`src/rtl/core_pkg.sv`:
```
// Shared types and constants for the multi-cycle core's memory subsystem.
package core_pkg;

    localparam int unsigned MEM_ADDR_W = 10;
    localparam int unsigned WORD_W     = 32;

    typedef enum logic [1:0] {
        OWN_NONE = 2'd0,
        OWN_IF   = 2'd1,
        OWN_D    = 2'd2
    } owner_e;

endpackage

```
`src/rtl/mem_resp_pipe.sv`:
```
// Two-stage owner-tag shift register that steers synchronous memory read data
// back to the fetch or load/store requester.
module mem_resp_pipe
    import core_pkg::*;
#(
    parameter int unsigned DATA_W = WORD_W
) (
    input  logic              clk,
    input  logic              rst,
    input  owner_e            own_in,
    input  logic [DATA_W-1:0] mem_rdata,
    output logic              if_rvalid,
    output logic [DATA_W-1:0] if_rdata,
    output logic              d_rvalid,
    output logic [DATA_W-1:0] d_rdata
);

    owner_e            own1_q, own2_q;
    logic [DATA_W-1:0] if_hold_q, d_hold_q;

    always_ff @(posedge clk or posedge rst) begin
        if (rst) begin
            own1_q    <= OWN_NONE;
            own2_q    <= OWN_NONE;
            if_hold_q <= '0;
            d_hold_q  <= '0;
        end else begin
            own1_q    <= own_in;
            own2_q    <= own1_q;
            if_hold_q <= if_rdata;
            d_hold_q  <= d_rdata;
        end
    end

    // The owning bus passes mem_rdata through on its valid cycle and the hold
    // register keeps it afterwards; the other bus is left untouched.
    always_comb begin
        if_rvalid = (own2_q == OWN_IF);
        d_rvalid  = (own2_q == OWN_D);
        if_rdata  = if_rvalid ? mem_rdata : if_hold_q;
        d_rdata   = d_rvalid  ? mem_rdata : d_hold_q;
    end

endmodule

```
`src/rtl/mem_port_arbiter.sv`:
```
// Single-port memory arbiter between instruction fetch and load/store: data has
// priority, a bounded data-run counter guarantees fetch progress.
module mem_port_arbiter
    import core_pkg::*;
#(
    parameter int unsigned ADDR_W   = MEM_ADDR_W,
    parameter int unsigned DATA_W   = WORD_W,
    parameter int unsigned MAX_DRUN = 4
) (
    input  logic              clk,
    input  logic              rst,
    input  logic              if_req,
    input  logic [ADDR_W-1:0] if_addr,
    output logic              if_gnt,
    output logic              if_rvalid,
    output logic [DATA_W-1:0] if_rdata,
    input  logic              d_req,
    input  logic              d_we,
    input  logic [ADDR_W-1:0] d_addr,
    input  logic [DATA_W-1:0] d_wdata,
    output logic              d_gnt,
    output logic              d_rvalid,
    output logic [DATA_W-1:0] d_rdata,
    output logic              mem_en,
    output logic              mem_we,
    output logic [ADDR_W-1:0] mem_addr,
    output logic [DATA_W-1:0] mem_wdata,
    input  logic [DATA_W-1:0] mem_rdata
);

    localparam int unsigned       DRUN_W   = $clog2(MAX_DRUN + 1);
    localparam logic [DRUN_W-1:0] DRUN_MAX = DRUN_W'(MAX_DRUN);

    logic [DRUN_W-1:0] drun_q, drun_d;
    owner_e            own_next;

    always_comb begin
        d_gnt    = d_req && !(if_req && (drun_q == DRUN_MAX));
        if_gnt   = if_req && !d_gnt;
        drun_d   = drun_q;
        own_next = OWN_NONE;
        // Only data grants taken while a fetch is waiting count toward the run.
        if (!if_req || if_gnt) begin
            drun_d = '0;
        end else if (d_gnt && (drun_q != DRUN_MAX)) begin
            drun_d = drun_q + 1'b1;
        end
        if (d_gnt && !d_we) begin
            own_next = OWN_D;
        end else if (if_gnt) begin
            own_next = OWN_IF;
        end
    end

    always_ff @(posedge clk or posedge rst) begin
        if (rst) begin
            drun_q    <= '0;
            mem_en    <= 1'b0;
            mem_we    <= 1'b0;
            mem_addr  <= '0;
            mem_wdata <= '0;
        end else begin
            drun_q <= drun_d;
            mem_en <= d_gnt || if_gnt;
            mem_we <= d_gnt && d_we;
            if (d_gnt) begin
                mem_addr  <= d_addr;
                mem_wdata <= d_wdata;
            end else if (if_gnt) begin
                mem_addr  <= if_addr;
                mem_wdata <= '0;
            end
        end
    end

    mem_resp_pipe #(
        .DATA_W (DATA_W)
    ) u_resp_pipe (
        .clk       (clk),
        .rst       (rst),
        .own_in    (own_next),
        .mem_rdata (mem_rdata),
        .if_rvalid (if_rvalid),
        .if_rdata  (if_rdata),
        .d_rvalid  (d_rvalid),
        .d_rdata   (d_rdata)
    );

endmodule
```
`config.mk`:
```
export PLATFORM = sky130hd
export DESIGN_NAME = mem_port_arbiter
export DESIGN_NICKNAME = d
export VERILOG_FILES = /design/src/rtl/core_pkg.sv /design/src/rtl/mem_resp_pipe.sv /design/src/rtl/mem_port_arbiter.sv
export SDC_FILE = /design/constraint.sdc
export NUM_CORES = 1
export LEC_CHECK = 0
export ABC_CLOCK_PERIOD_IN_PS = 3500
export BUFFER_PORTS_ARGS = -buffer_cell sky130_fd_sc_hd__buf_2
export CORE_ASPECT_RATIO = 0.7
export CORE_MARGIN = 5
export CORE_UTILIZATION = 40
export DETAILED_ROUTE_END_ITERATION = 8
export PLACE_DENSITY = 0.69
export SLEW_MARGIN = 15
export SYNTH_ARGS = -nofsm -noshare
export SYNTH_HDL_FRONTEND = slang
export SYNTH_SLANG_ARGS = --single-unit
```
`constraint.sdc`:
```
create_clock -name clk -period 3.5 [get_ports clk]
set_input_delay 0 -clock clk [delete_from_list [all_inputs] [get_ports clk]]
set_output_delay 0 -clock clk [all_outputs]
set_load 0.02 [all_outputs]
```
Word level (Yosys, flattened, before mapping)
Index checks and enable logic that the tools add are counted.
{"block": "word_totals", "register_bits": 115, "in_bits": 89, "out_inout_bits": 112, "word_cells": 38}
{"block": "op_classes", "addsub": 1, "n_eq_ne": 4, "mux": 10, "n_reduce_logical": 14}
{"cell": "$mux 32", "count": 4}
{"cell": "$mux 10", "count": 2}
{"cell": "$logic_and 1x1->1", "count": 6}
{"cell": "$mux 3", "count": 2}
{"cell": "$logic_not 1->1", "count": 4}
{"cell": "$reduce_bool 2->1", "count": 2}
{"cell": "$add 3x1->3 const B", "count": 1}
{"cell": "$eq 3x3->1 const B", "count": 1}
{"cell": "$ne 3x3->1 const B", "count": 1}
{"cell": "$eq 2x1->1 const B", "count": 1}
{"cell": "$eq 2x2->1 const B", "count": 1}
{"cell": "$logic_or 1x1->1", "count": 2}
{"cell": "$mux 2", "count": 1}
{"cell": "$mux 1", "count": 1}

Depth between registers and ports, before layout
{"block": "depth", "depth_word": 8, "depth_mapped": 5, "mapped_depth_nobuf": 4}

Hierarchy
A second synthesis with hierarchy kept.
{"block": "unflattened", "cells_unflattened": 305, "area_unflattened_um2": 4903.5}
{"module": "mem_resp_pipe", "instances": 1, "cells_each": 144, "area_each_um2": 2746.4, "seq_area_each_um2": 1701.6}
{"module": "mem_port_arbiter", "instances": 1, "cells_each": 161, "area_each_um2": 2157.1, "seq_area_each_um2": 1176.1}

Worst setup path after synthesis
Ideal clock, no wire load.
{"block": "synth_path", "path_kind": "register -> register", "startpoint": "register drun_q[0]", "endpoint": "register mem_addr[0]", "t_arrival_ns": 1.281, "t_required_ns": 3.375, "slack_ns": 2.093, "stages_incl_launch_ff": 6, "path_buffers": 1, "cell_sequence": "dfrtp_1 > inv_1 > ha_1 > a31oi_4 > buf_6 > mux2_4"}
{"block": "synth_between", "elab_chain_cells": 7, "word_cells_on_any_way": 8, "classes_between": "eq/ne (1); mux (1); reduce/logical (6)"}
{"item": "from (decl)", "line": "mem_port_arbiter.sv:34", "source": "logic [DRUN_W-1:0] drun_q, drun_d;"}
{"item": "from (signal assigned)", "line": "mem_port_arbiter.sv:63", "source": "drun_q <= drun_d;"}
{"item": "$eq 3x3->1 (*)", "line": "mem_port_arbiter.sv:38", "source": "d_gnt = d_req && !(if_req && (drun_q == DRUN_MAX));"}
{"item": "$logic_and 1x1->1 (*)", "line": "mem_port_arbiter.sv:38"}
{"item": "$logic_not 1->1 (*)", "line": "mem_port_arbiter.sv:38"}
{"item": "$logic_and 1x1->1 (*)", "line": "mem_port_arbiter.sv:38"}
{"item": "$logic_not 1->1", "line": "mem_port_arbiter.sv:39", "source": "if_gnt = if_req && !d_gnt;"}
{"item": "$logic_and 1x1->1", "line": "mem_port_arbiter.sv:39"}
{"item": "$reduce_bool 2->1 (no source line)"}
{"item": "to (signal assigned)", "line": "mem_port_arbiter.sv:67", "source": "mem_addr <= d_addr;"}
{"item": "to (signal assigned)", "line": "mem_port_arbiter.sv:70", "source": "mem_addr <= if_addr;"}
{"item": "to (decl)", "line": "mem_port_arbiter.sv:26", "source": "output logic [ADDR_W-1:0] mem_addr,"}
Mark *: on every way between the ends. The rest lies on a longest branch, timed or not.
A chain may end at the register's enable or synchronous reset.

Worst setup path after layout
{"block": "layout_path", "startpoint": "register drun_q[0]", "endpoint": "register mem_addr[6]"}
The elaborated chain is that of the path after synthesis.

==> impl_metrics.csv <==
group,metric,value,unit
timing,clock_skew,5.03,ps
status,status,"completed",
timing,worstMarginPinSlew,1010,ps
detailed_routing,final_antenna_net_count,0,
synthesis,yosys_warnings,0,
power,leakage,3.69,nW
setup_path,crit_path_cell_trace,"inv_1, ha_1, a31oi_4, mux2_4, dlygate4sd3_1",
global_route,grt_max_degree,85,
timing,period_share,68.7,%
timing,fmax,416,MHz
final_layout,n_antenna_cell,0,
final_layout,final_nets,681,
global_route,grt_use_total,18.0,%
setup_path,critPathLaunchType,"flip-flop",
worst_hold_path,worstHoldPathType,"primary input to flip-flop",
setup_path,reg2regPathDepth,5,
synthesis,seq_area_frac_synth,61.9,%
setup_path,critPathRequiredTime,3780,ps
clocking,clockBufferDepth,2,
final_layout,areaGrowthSynthToFinish,55.6,%
placement,port_buffers,200,
setup_path,critPathTopFamily,"compound AO/OA/AOI/OAI gates",
setup_path,path_class,"flip-flop to flip-flop",
setup_path,cpMaxStageDelayCell,"a31oi_4",
global_route,grt_pass1_vias,3896,
timing,period_needed,2410,ps
clocking,cts_root_buffer,"clkbuf_16",
clocking,clkTransAtPathRegs,50,ps
die,core.rowCount,32,
global_route,overflow,0,
clocking,cts.repair.resized,0,
global_route,antenna_found_initial,0,
placement,placed_cells,638,
synthesis,ys_ff_latch,115,
power,peakVddDrop,0.321,mV
setup_path,path_buf_inv,2,
timing,rsz0062_at_grt,"no",
flow_run,cap_viol_max_count,0,
setup_path,arrival,2680,ps
synthesis,synth_area,4650,um2
final_layout,stdcell_area,7230,um2
setup_path,max_stage_delay,730,ps
final_layout,instances_no_fill,756,
final_layout,fillCellCount,811,
setup_path,rrSetupSlack,1090,ps
detailed_routing,via_per_inst,4.69,
timing,slew_viol_final,0,
timing,slew_headroom,32.2,%
setup_path,cp_max_fo,25,
worst_hold_path,hold_depth,2,
die,die_w,139,um
detailed_routing,wl_per_cell,16.4,um
die,chipHeight,100,um
placement,dp_hpwl,7.92,mm
clocking,cts_tree,"done",
power,p_per_area,581,nW/um2
timing,setup_violations,0,
die,dieArea,13900,um2
synthesis,avgSynthCellArea,15.3,um2
die,core_area,11200,um2
timing,hold_viol,0,
final_layout,final_cell_mix,"buf_2 (200), dfrtp_1 (115), dlygate4sd3_1 (86), mux2_1 (64)",
detailed_routing,drc,0,
clocking,clkLatencyLatePin,400,ps
detailed_routing,firstDrtPassIters,4,
final_layout,drive_gt1_share,43.1,%
synthesis,synth_cell_types,18,
clocking,cts.sinks,115,
setup_path,cp.depth,5,
setup_path,cp-end-kind,"flip-flop",
synthesis,synthArstFlopShare,100,%
timing,tns,0,ps
detailed_routing,vias,3546,
placement,gp_congestion,0.825,
global_route,grt_pass1_wl,20.1,mm
die,ios,201,
clocking,cts_buffers,17,
final_layout,final_common_cell,"buf_2",
synthesis,synthCells,303,
synthesis,synth_nets,394,
detailed_routing,wirelength,12.4,mm
synthesis,synth_enable_flop_cells,0,
detailed_routing,drt_iter0_drc,170,
die,initial_core_util,41.6,%
clocking,h-tree-depth,4,
synthesis,ys.flop_type,"dfrtp_1",
placement,place_area,5750,um2
-- worst register-to-register path: stages, from the launching register on --
cell	delay (ps)
dfrtp_1	350
inv_1	60
ha_1	220
a31oi_4	730
mux2_4	360
dlygate4sd3_1	570
-- cells by family after synthesis --
| group | share of synthesized area [%] |
|---|---|
| flip-flops | 61.9 |
| multiplexers | 22.0 |
| AND/OR/NAND/NOR | 6.52 |
| AO/OA/AOI/OAI | 5.63 |
| buffers and inverters | 3.23 |
| adder cells (fa/ha/maj) | 0.538 |
| XOR/XNOR | 0.189 |
-- cell type report --
class	instances	area [um2]	area share [%]
Clock inverter	14	188	2.60
Tap cell	153	191	2.65
Clock buffer	18	429	5.93
Inverter	4	20.0	0.277
Timing Repair Buffer	290	1890	26.2
Sequential cell	115	2880	39.8
Multi-Input combinational cell	162	1630	22.6
-- synth_stat cells, types with 2 or more instances --
master | count | area [um2]
a21o_1 | 32 | 240
and3_1 | 3 | 18.8
buf_2 | 9 | 45.0
buf_4 | 7 | 52.6
buf_6 | 2 | 22.5
clkbuf_1 | 4 | 15.0
dfrtp_1 | 115 | 2880
ha_1 | 2 | 25.0
inv_1 | 3 | 11.3
mux2_1 | 64 | 721
mux2_4 | 20 | 300
nor2b_1 | 5 | 31.3
nor3b_1 | 32 | 240
-- worst paths after layout --
kind                                       start                  endpoint
setup / recovery                       drun_q[0]               mem_addr[6]
hold / removal                             d_req                    mem_en
setup reg to reg                       drun_q[0]               mem_addr[6]
hold reg to reg            u_resp_pipe.own1_q[0]     u_resp_pipe.own2_q[0]
max in group asynchronous                    rst   u_resp_pipe.d_hold_q[9]
min in group asynchronous                    rst  u_resp_pipe.d_hold_q[25]
-- per-layer routing --
metal	part of all wire (%)	GRT usage [%]	vias up
met1	43	22.0	1740
met5	0	0	-
met2	49	30.5	157
met3	7.3	6.43	13
met4	1.0	5.34	0
li1	-	-	1636
-- sequential cells by signal, indices dropped and copies added (netlist names) --
name,count
drun_q,3
mem_addr,10
mem_en,1
mem_wdata,32
mem_we,1
u_resp_pipe.d_hold_q,32
u_resp_pipe.if_hold_q,32
u_resp_pipe.own1_q,2
u_resp_pipe.own2_q,2
-- power breakdown --
part	total (W)	internal [W]	switching [W]
Combinational	0.000866	0.000369	0.000497
Clock	0.00178	0.00119	0.000595
Sequential	0.00156	0.00150	0.0000528
-- stage by stage --
step | total power, W | util (%) | worst slack, ps | hold slack, ps
after detailed placement | 0.00236 | 51.5 | 1560 | 173
after CTS | 0.00424 | 64.7 | 1100 | 232
after floorplan | 0.00207 | - | 456 | 65.6
after global routing | 0.00438 | 64.7 | 1000 | 274
after global placement | 0.00234 | 51.5 | 1610 | 170
final | 0.00420 | 64.7 | 1090 | 257
-- repair_timing --
action                                 4_1_cts  5_1_grt
setup buffers                                0        0
endpoints found under the hold margin      191        0
hold buffers                                86        0
No activity file was read; power rests on OpenSTA's default activity.
